$ cat src/rtl/uart_rx_pkg.sv
// Shared definitions for the UART receive byte assembler.
// The receive FIFO is included only when UART_RX_FIFO_EN is defined.
package uart_rx_pkg;

    // Data bits per frame, sent LSB first.
    localparam int DATA_BITS = 8;

    // bit_idx value meaning "idle / stop-bit midpoint".
    localparam logic [3:0] IDX_IDLE = 4'd0;

    // bit_idx value of the last data bit; the next step to IDX_IDLE is the stop bit.
    localparam logic [3:0] IDX_LAST = 4'(DATA_BITS);

    // Frame assembler states.
    typedef enum logic {
        IDLE  = 1'b0,
        SHIFT = 1'b1
    } state_t;

endpackage

$ cat src/rtl/uart_rx_fifo.sv
// Show-ahead receive FIFO for the UART byte assembler.
// It is used only when UART_RX_FIFO_EN is defined. DEPTH must be a power of two (>= 2).
// dout presents the head entry while not empty and reads as zero when empty.
// A push while full is accepted only if a pop happens in the same cycle.
module uart_rx_fifo #(
    parameter int WIDTH = 8,
    parameter int DEPTH = 4
) (
    input  logic             clk,
    input  logic             reset,
    input  logic             push,
    input  logic             pop,
    input  logic [WIDTH-1:0] din,
    output logic [WIDTH-1:0] dout,
    output logic             empty,
    output logic             full
);

    localparam int AW = $clog2(DEPTH);

    logic [WIDTH-1:0] mem [DEPTH];
    logic [AW-1:0]    wr_ptr;
    logic [AW-1:0]    rd_ptr;
    logic [AW:0]      count;
    logic             do_pop;
    logic             do_push;

    assign empty   = (count == '0);
    assign full    = (count == (AW+1)'(DEPTH));
    assign do_pop  = pop && !empty;
    assign do_push = push && (!full || do_pop);
    assign dout    = empty ? '0 : mem[rd_ptr];

    // Pointer and occupancy bookkeeping; the pointers wrap because DEPTH is a power of two.
    always_ff @(posedge clk) begin
        if (reset) begin
            wr_ptr <= '0;
            rd_ptr <= '0;
            count  <= '0;
        end else begin
            if (do_push) begin
                wr_ptr <= wr_ptr + 1'b1;
            end
            if (do_pop) begin
                rd_ptr <= rd_ptr + 1'b1;
            end
            case ({do_push, do_pop})
                2'b10:   count <= count + 1'b1;
                2'b01:   count <= count - 1'b1;
                default: count <= count;
            endcase
        end
    end

    // Storage array; it holds data only, so it is not reset.
    always_ff @(posedge clk) begin
        if (do_push) begin
            mem[wr_ptr] <= din;
        end
    end

endmodule

$ cat src/rtl/uart_rx_byte_asm.sv
// UART receive byte assembler.
// The block samples rxd whenever the bit-timing index changes, builds a byte LSB first,
// checks the stop bit, and hands completed bytes to a receive buffer.
// Define UART_RX_FIFO_EN to use a FIFO_DEPTH-entry FIFO.
// Without that macro, the buffer is a single holding register.
module uart_rx_byte_asm #(
    parameter int DATA_BITS  = uart_rx_pkg::DATA_BITS,
    parameter int FIFO_DEPTH = 4
) (
    input  logic                 clk,
    input  logic                 reset,
    input  logic                 rxd,
    input  logic [3:0]           bit_idx,
    input  logic                 rd_en,
    output logic [DATA_BITS-1:0] rd_data,
    output logic                 rd_valid,
    output logic                 frame_err,
    output logic                 overrun
);

    import uart_rx_pkg::*;

    localparam int IDXW = $clog2(DATA_BITS);

    state_t                 state_q;
    state_t                 state_d;
    logic [3:0]             idx_q;
    logic [DATA_BITS-1:0]   shift_q;
    logic [DATA_BITS-1:0]   shift_d;
    logic                   push;
    logic                   ferr_d;
    logic                   ovr_d;
    logic [IDXW-1:0]        wpos;

    // Reject an illegal depth at elaboration so a bad build cannot slip through quietly.
    if (FIFO_DEPTH < 2 || (FIFO_DEPTH & (FIFO_DEPTH - 1)) != 0) begin : g_depth_check
        $error("uart_rx_byte_asm: FIFO_DEPTH must be a power of two >= 2");
    end

    // A data index k lands in shift bit k-1.
    assign wpos = IDXW'(bit_idx - 4'd1);

    // Next-state logic: act only when the timing index changes, sampling rxd in that cycle.
    always_comb begin
        state_d = state_q;
        shift_d = shift_q;
        push    = 1'b0;
        ferr_d  = 1'b0;
        if (bit_idx != idx_q) begin
            case (state_q)
                IDLE: begin
                    if (bit_idx == 4'd1) begin
                        shift_d[0] = rxd;
                        state_d    = SHIFT;
                    end
                end
                SHIFT: begin
                    if (idx_q != IDX_LAST && bit_idx == idx_q + 4'd1) begin
                        shift_d[wpos] = rxd;
                    end else begin
                        // The stop bit or an aborted frame both end the frame.
                        state_d = IDLE;
                        if (idx_q == IDX_LAST && bit_idx == IDX_IDLE) begin
                            push   = rxd;
                            ferr_d = !rxd;
                        end else begin
                            ferr_d = 1'b1;
                        end
                    end
                end
                default: state_d = IDLE;
            endcase
        end
    end

    // State, index history, shift register and frame error pulse.
    always_ff @(posedge clk) begin
        if (reset) begin
            state_q   <= IDLE;
            idx_q     <= IDX_IDLE;
            shift_q   <= '0;
            frame_err <= 1'b0;
        end else begin
            state_q   <= state_d;
            idx_q     <= bit_idx;
            shift_q   <= shift_d;
            frame_err <= ferr_d;
        end
    end

`ifdef UART_RX_FIFO_EN
    logic fifo_empty;
    logic fifo_full;

    // In the stop-bit cycle, shift_q already holds the complete byte.
    uart_rx_fifo #(
        .WIDTH (DATA_BITS),
        .DEPTH (FIFO_DEPTH)
    ) u_fifo (
        .clk   (clk),
        .reset (reset),
        .push  (push),
        .pop   (rd_en),
        .din   (shift_q),
        .dout  (rd_data),
        .empty (fifo_empty),
        .full  (fifo_full)
    );

    assign rd_valid = !fifo_empty;
    assign ovr_d    = push && fifo_full && !rd_en;
`else
    logic [DATA_BITS-1:0] hold_q;
    logic                 hold_vld_q;

    // Single-entry buffer; a same-cycle read frees the slot for the incoming byte.
    always_ff @(posedge clk) begin
        if (reset) begin
            hold_q     <= '0;
            hold_vld_q <= 1'b0;
        end else if (push && (!hold_vld_q || rd_en)) begin
            hold_q     <= shift_q;
            hold_vld_q <= 1'b1;
        end else if (rd_en) begin
            hold_vld_q <= 1'b0;
        end
    end

    assign rd_valid = hold_vld_q;
    assign rd_data  = hold_vld_q ? hold_q : '0;
    assign ovr_d    = push && hold_vld_q && !rd_en;
`endif

    // Overrun pulse, registered to line up with the buffer outputs.
    always_ff @(posedge clk) begin
        if (reset) begin
            overrun <= 1'b0;
        end else begin
            overrun <= ovr_d;
        end
    end

endmodule

$ cat config.mk
export PLATFORM = sky130hd
export DESIGN_NAME = uart_rx_byte_asm
export DESIGN_NICKNAME = d
export VERILOG_FILES = /design/src/rtl/uart_rx_pkg.sv /design/src/rtl/uart_rx_fifo.sv /design/src/rtl/uart_rx_byte_asm.sv
export SDC_FILE = /design/constraint.sdc
export NUM_CORES = 1
export LEC_CHECK = 0
export CORE_AREA = 5 5 51 57
export CTS_CLUSTER_DIAMETER = 200
export DETAILED_ROUTE_END_ITERATION = 8
export DIE_AREA = 0 0 56 62
export PLACE_DENSITY_LB_ADDON = 0.15
export SETUP_SLACK_MARGIN = 0.15
export SLEW_MARGIN = 20
export SYNTH_ARGS = -nofsm -noshare
export SYNTH_HDL_FRONTEND = slang
export SYNTH_SLANG_ARGS = --single-unit
$ cat constraint.sdc
create_clock -name clk -period 3.2 [get_ports clk]
set_clock_uncertainty 0.05 [all_clocks]
set_input_delay 0.32 -clock clk [delete_from_list [all_inputs] [get_ports clk]]
set_output_delay 0.32 -clock clk [all_outputs]
set_load 0.1 [all_outputs]
# --- Word-level counts from Yosys, hierarchy flattened ---
# Cells that the tools add are included.
totals:
  register_bits: 24
  latchBits: 0
  ramBits: 0
  mem_bits_ro: 0
  input_bits: 8
  output_inout_bits: 11
  word_cells: 53
  n_memories: 0
op_classes:
  add_sub_neg: 2
  mul: 0
  div: 0
  n_lt_le_gt_ge: 2
  n_eq_ne: 7
  n_shift: 0
  mux: 17
  n_bitwise: 2
  reduce_logical: 15
ops:
  columns: ["op", "n"]
  rows:
  - ["1-bit 2-to-1 mux", 12]
  - ["8-bit bitwise mux", 1]
  - ["8-bit 2-to-1 mux", 1]
  - ["1-bit logical AND", 6]
  - ["3-bit AND reduction", 2]
  - ["4-bit by 1-bit adder with 4-bit output (second input constant)", 1]
  - ["4-bit by 1-bit equality test with 1-bit output (second input constant)", 1]
  - ["4-bit equality test", 1]
  - ["4-bit equality test (second input constant)", 1]
  - ["4-bit logical NOT", 1]
  - ["3-bit by 4-bit less-than comparator with 1-bit output (second input constant)", 1]
  - ["4-bit inequality test", 1]
  - ["4-bit inequality test (second input constant)", 1]
  - ["1-bit case mux with 2 select lines", 2]
  - ["4-bit OR reduction", 1]
  - ["1-bit demux with 3-bit select", 1]
  - ["3-bit by 1-bit >= comparator with 1-bit output (second input constant)", 1]
  - ["1-bit logical NOT", 3]
  - ["3-bit by 1-bit subtractor with 3-bit output (second input constant)", 1]
  - ["2-bit by 1-bit inequality test with 1-bit output (second input constant)", 1]
  - ["2-bit inequality test (second input constant)", 1]
  - ["1-bit NOT", 2]
  - ["2-bit nonzero test", 1]
  - ["1-bit logical OR", 1]

# --- Logic depth before layout (Yosys ltp) ---
depth:
  word_depth: 8
  ltp_mapped: 8
  ltp_nobuf: 7

# --- Worst setup path after synthesis ---
# OpenSTA, ideal clock, no wires.
synth_timing:
  path_kind: "flip-flop to output port"
  start: "register hold_vld_q, in the netlist rd_valid"
  end: "output port rd_data[7]"
  t_arrival_ns: 1.889
  required_ns: 2.830
  slack_ns: 0.941
  path_stages_with_launch: 2
  path_cell_list: "dfxtp_1 > and2_1"
synth_via:
  elab_chain_cells: 1
synth_lines:
  columns: ["element", "line", "rtl"]
  rows:
  - ["from (decl)", "uart_rx_byte_asm.sv:114", "logic hold_vld_q;"]
  - ["from (signal assigned)", "uart_rx_byte_asm.sv:120", "hold_vld_q <= 1'b0;"]
  - ["from (signal assigned)", "uart_rx_byte_asm.sv:123", "hold_vld_q <= 1'b1;"]
  - ["from (signal assigned)", "uart_rx_byte_asm.sv:125", "hold_vld_q <= 1'b0;"]
  - ["8-bit 2-to-1 mux", "uart_rx_byte_asm.sv:130", "assign rd_data = hold_vld_q ? hold_q : '0;"]
  - ["to (decl)", "uart_rx_byte_asm.sv:15", "output logic [DATA_BITS-1:0] rd_data,"]
# Every way passes these cells.

# --- Final worst setup path ---
layout_timing:
  start: "register idx_q[0]"
  end: "register shift_q[6]"
layout_via:
  elab_chain_cells: 4
  elab_cells_between_ends: 6
  cone_classes: "add/sub (1); eq/ne (3); reduce/logical (2)"
layout_lines:
  columns: ["element", "line", "rtl"]
  rows:
  - ["from (decl)", "uart_rx_byte_asm.sv:27", "logic [3:0] idx_q;"]
  - ["from (signal assigned)", "uart_rx_byte_asm.sv:85", "idx_q <= bit_idx;"]
  - ["4-bit by 1-bit adder with 4-bit output", "uart_rx_byte_asm.sv:58", "if (idx_q != IDX_LAST && bit_idx == idx_q + 4'd1) begin"]
  - ["4-bit equality test", "uart_rx_byte_asm.sv:58", null]
  - ["1-bit logical AND", "uart_rx_byte_asm.sv:58", null]
  - ["3-bit AND reduction (no line) (*)", null, null]
  - ["to (signal assigned)", "uart_rx_byte_asm.sv:86", "shift_q <= shift_d;"]
  - ["to (decl)", "uart_rx_byte_asm.sv:28", "logic [DATA_BITS-1:0] shift_q;"]
# Mark *: on every way between the ends. The rest lies on a longest branch, timed or not.
# A chain may end at the register's enable or synchronous reset.

==> results.cfg <==
[cts]
ctsResizeCount = 0
clock_latency_ps = 300
cts_tree = done
path_clk_slew_ps = 120
cts_num_sinks = 24
root_buffer = clkbuf_4
cts_setup_buffers = 0
cts_buffer_depth = 2
hold_buffers = 0
cts-htree-levels = 1
cts_buffers = 3

[power_and_ir_drop]
p_per_area_nw_per_um2 = 369.0
peakVddDrop_v = 0.0002932
p_leak_nw = 0.5425
power_w = 0.0005167

[detailed_routing]
postRouteAntennaNets = 0
drc = 0
wl_per_cell_um = 12.20
vias = 892
vias_per_cell = 5.156
route.final.wire_length_mm = 2.110
drt_iter0_drc = 8
drtPass1Iterations = 4

[cells_and_area]
areaGrowthSynthToFinish_pct = 18.54
fill_cells = 196
diodes = 0
multi_input_area_um2 = 665.6
layout-drive-gt1-share = 0.1329
seq_area_um2 = 480.5
nets = 157
final_cells = 173

[worst_setup_path]
worstPathArrival_ps = 2320
cp_cell_sequence = inv_1, ha_1, xor2_1, nor2_1, nand3_2, or4_4, mux2i_1
timing.rr.start = idx_q[0]
reg2regPathDepth = 7
worstPathMaxFanout = 7
path_delay_family = simple AND/OR/NAND/NOR gates
startpoint = idx_q[0]
cp_slowest_cell = or4_4
rrSetupSlack_ps = 1020
path_buf_inv = 1
cp_slowest_stage_delay_ps = 550
rr_endpoint = shift_q[6]
critPathKind = reg -> reg
cp-end-kind = flop
crit_path_start_kind = flop
required_ps = 3340

[synth]
synth_compound_area_frac = 0.03178
synth.area.mux_share = 0.1356
syn_avg_cell_area_um2 = 9.525
synth_fa_ha_area_frac = 0.05297
syn_nets = 137
synth_cell_type_count = 29
synth_cells = 124
synth_xor_xnor_area_share = 0.06568
ys_seq_area_frac = 0.4068
synth-seq-cells = 24
synthSimpleGateAreaFrac = 0.2775
yosys_warnings = 0
synth_top_family_by_area = simple AND/OR/NAND/NOR gates
syn-cell-area_um2 = 1181

[timing]
max_freq_mhz = 458.8
fin_tns_setup_ps = 0
slew_headroom = 0.3585
rsz0062_at_grt = no
report.final.slew_viol_count = 0
min_period_over_period = 0.6811
hold_viol_final = 0
holdWs_ps = 434.0
layout_setup_ws_ps = 1020
fin_crit_ps = 2180
worstMarginPinSlew_ps = 959.3
setup_viol = 0

[global_routing]
grt_pass1_wl_mm = 3.670
track_usage = 0.1337
gr-total-overflow = 0
antenna_found_initial = 0
grt_pass1_vias = 832
grt_max_degree = 17

[floorplanning]
ios = 19
rows = 18
die_h_um = 62
die_x_um = 56
dieArea_um2 = 3472
start_util = 0.5297
core_um2 = 2230

[worst_hold_path]
hold_class = reg -> reg
hold_end = shift_q[4]
worstHoldStart = shift_q[4]
min_path_cells = 2

[place]
place_hpwl_mm = 1.628
port_buffers = 18
placedCellCount = 169
post-place-ws_ps = 807.1
globalplace.congestion = 0.8525

[status]
status = completed

[job]
maxCapViolCount = 0
[worst max path at each step]
stage / end / slack, ps / depth (start not counted)
floorplan: rd_data[7] / 940 / 1
global placement: hold_q[2] / 860 / 6
detailed placement: shift_q[6] / 810 / 6
CTS: shift_q[6] / 1030 / 7
global route: shift_q[6] / 910 / 7
finish: shift_q[6] / 1020 / 7
[layout by cell type, fill, tap and decap left out]
master	instances
a2111oi_0	1
a21oi_1	4
and2_1	8
and3_2	1
and3b_1	1
and3b_2	1
and4_1	1
buf_4	10
clkbuf_4	3
clkbuf_8	1
clkdlybuf4s50_1	9
dfxtp_1	24
ha_1	5
inv_1	4
mux2i_1	16
nand2_1	2
nand2b_1	10
nand3_1	4
nand3_2	1
nand3b_1	1
nor2_1	13
nor2b_1	2
nor3_1	7
nor4_1	2
o41ai_1	1
or2b_1	2
or4_4	1
xnor2_1	2
xor2_1	5
xor2_2	1
[Yosys cell counts, drive strengths merged]
cell type,n,share of area
or2b,2,0.013
xnor2,2,0.015
nor2b,2,0.011
a21oi,4,0.017
xor2,6,0.051
dfxtp,24,0.41
a2111oi,1,0.0074
and4,1,0.0074
o41ai,1,0.0074
and3,1,0.0064
or4,1,0.0095
mux2i,16,0.14
clkbuf,3,0.013
nand2b,10,0.053
ha,5,0.053
nand3b,1,0.0064
inv,4,0.013
nand2,2,0.0064
nor2,13,0.041
nor3,7,0.030
buf,1,0.0042
nor4,2,0.011
nand3,5,0.025
and2,8,0.042
and3b,2,0.016
[state kept, by name (all words and copies together) (netlist names)]
name and cells:
frame_err 1, overrun 1, state_q 1, hold_q 8, idx_q 4, rd_valid 1
shift_q 8
[layout make-up]
class | count | share of cell area
multi-input combinational | 92 | 0.4754
sequential | 24 | 0.3432
timing repair buffer | 19 | 0.1180
tap | 30 | 0.02681
clock buffer | 4 | 0.02592
inverter | 4 | 0.01072
[kinds of logic after synthesis]
logic type / count (synthesis)
compound gates: 6
xor+xnor: 8
fa+ha+maj: 5
buf+inv: 8
flops: 24
mux: 16
simple gates: 57
[power breakdown]
group | leakage (nW) | internal, W | switching, W
clock network | 0.0210 | 0.0000693 | 0.0000820
registers | 0.194 | 0.000302 | 0.00000376
logic | 0.327 | 0.0000254 | 0.0000341
[stage by stage]
stage                     utilization  area, um^2
after floorplan                     -        1181
after global placement         0.6117        1364
after detailed placement       0.6117        1364
after CTS                      0.6279        1400
after global routing           0.6279        1400
final                          0.6279        1400
[worst min-delay path: cells and delay by family (launching register included)]
family / cells / cell delay (ps)
flip-flops: 1 / 330
AND/OR/NAND/NOR: 1 / 60
multiplexers: 1 / 60
[per-layer routing]
metal,vias up,wire length (um),global-route usage
met5,-,0,0
met4,0,29,0.05085
met3,4,88,0.02479
met2,17,1050,0.2354
met1,412,942,0.1658
li1,459,-,-
Power figures use the tool's default switching activity.
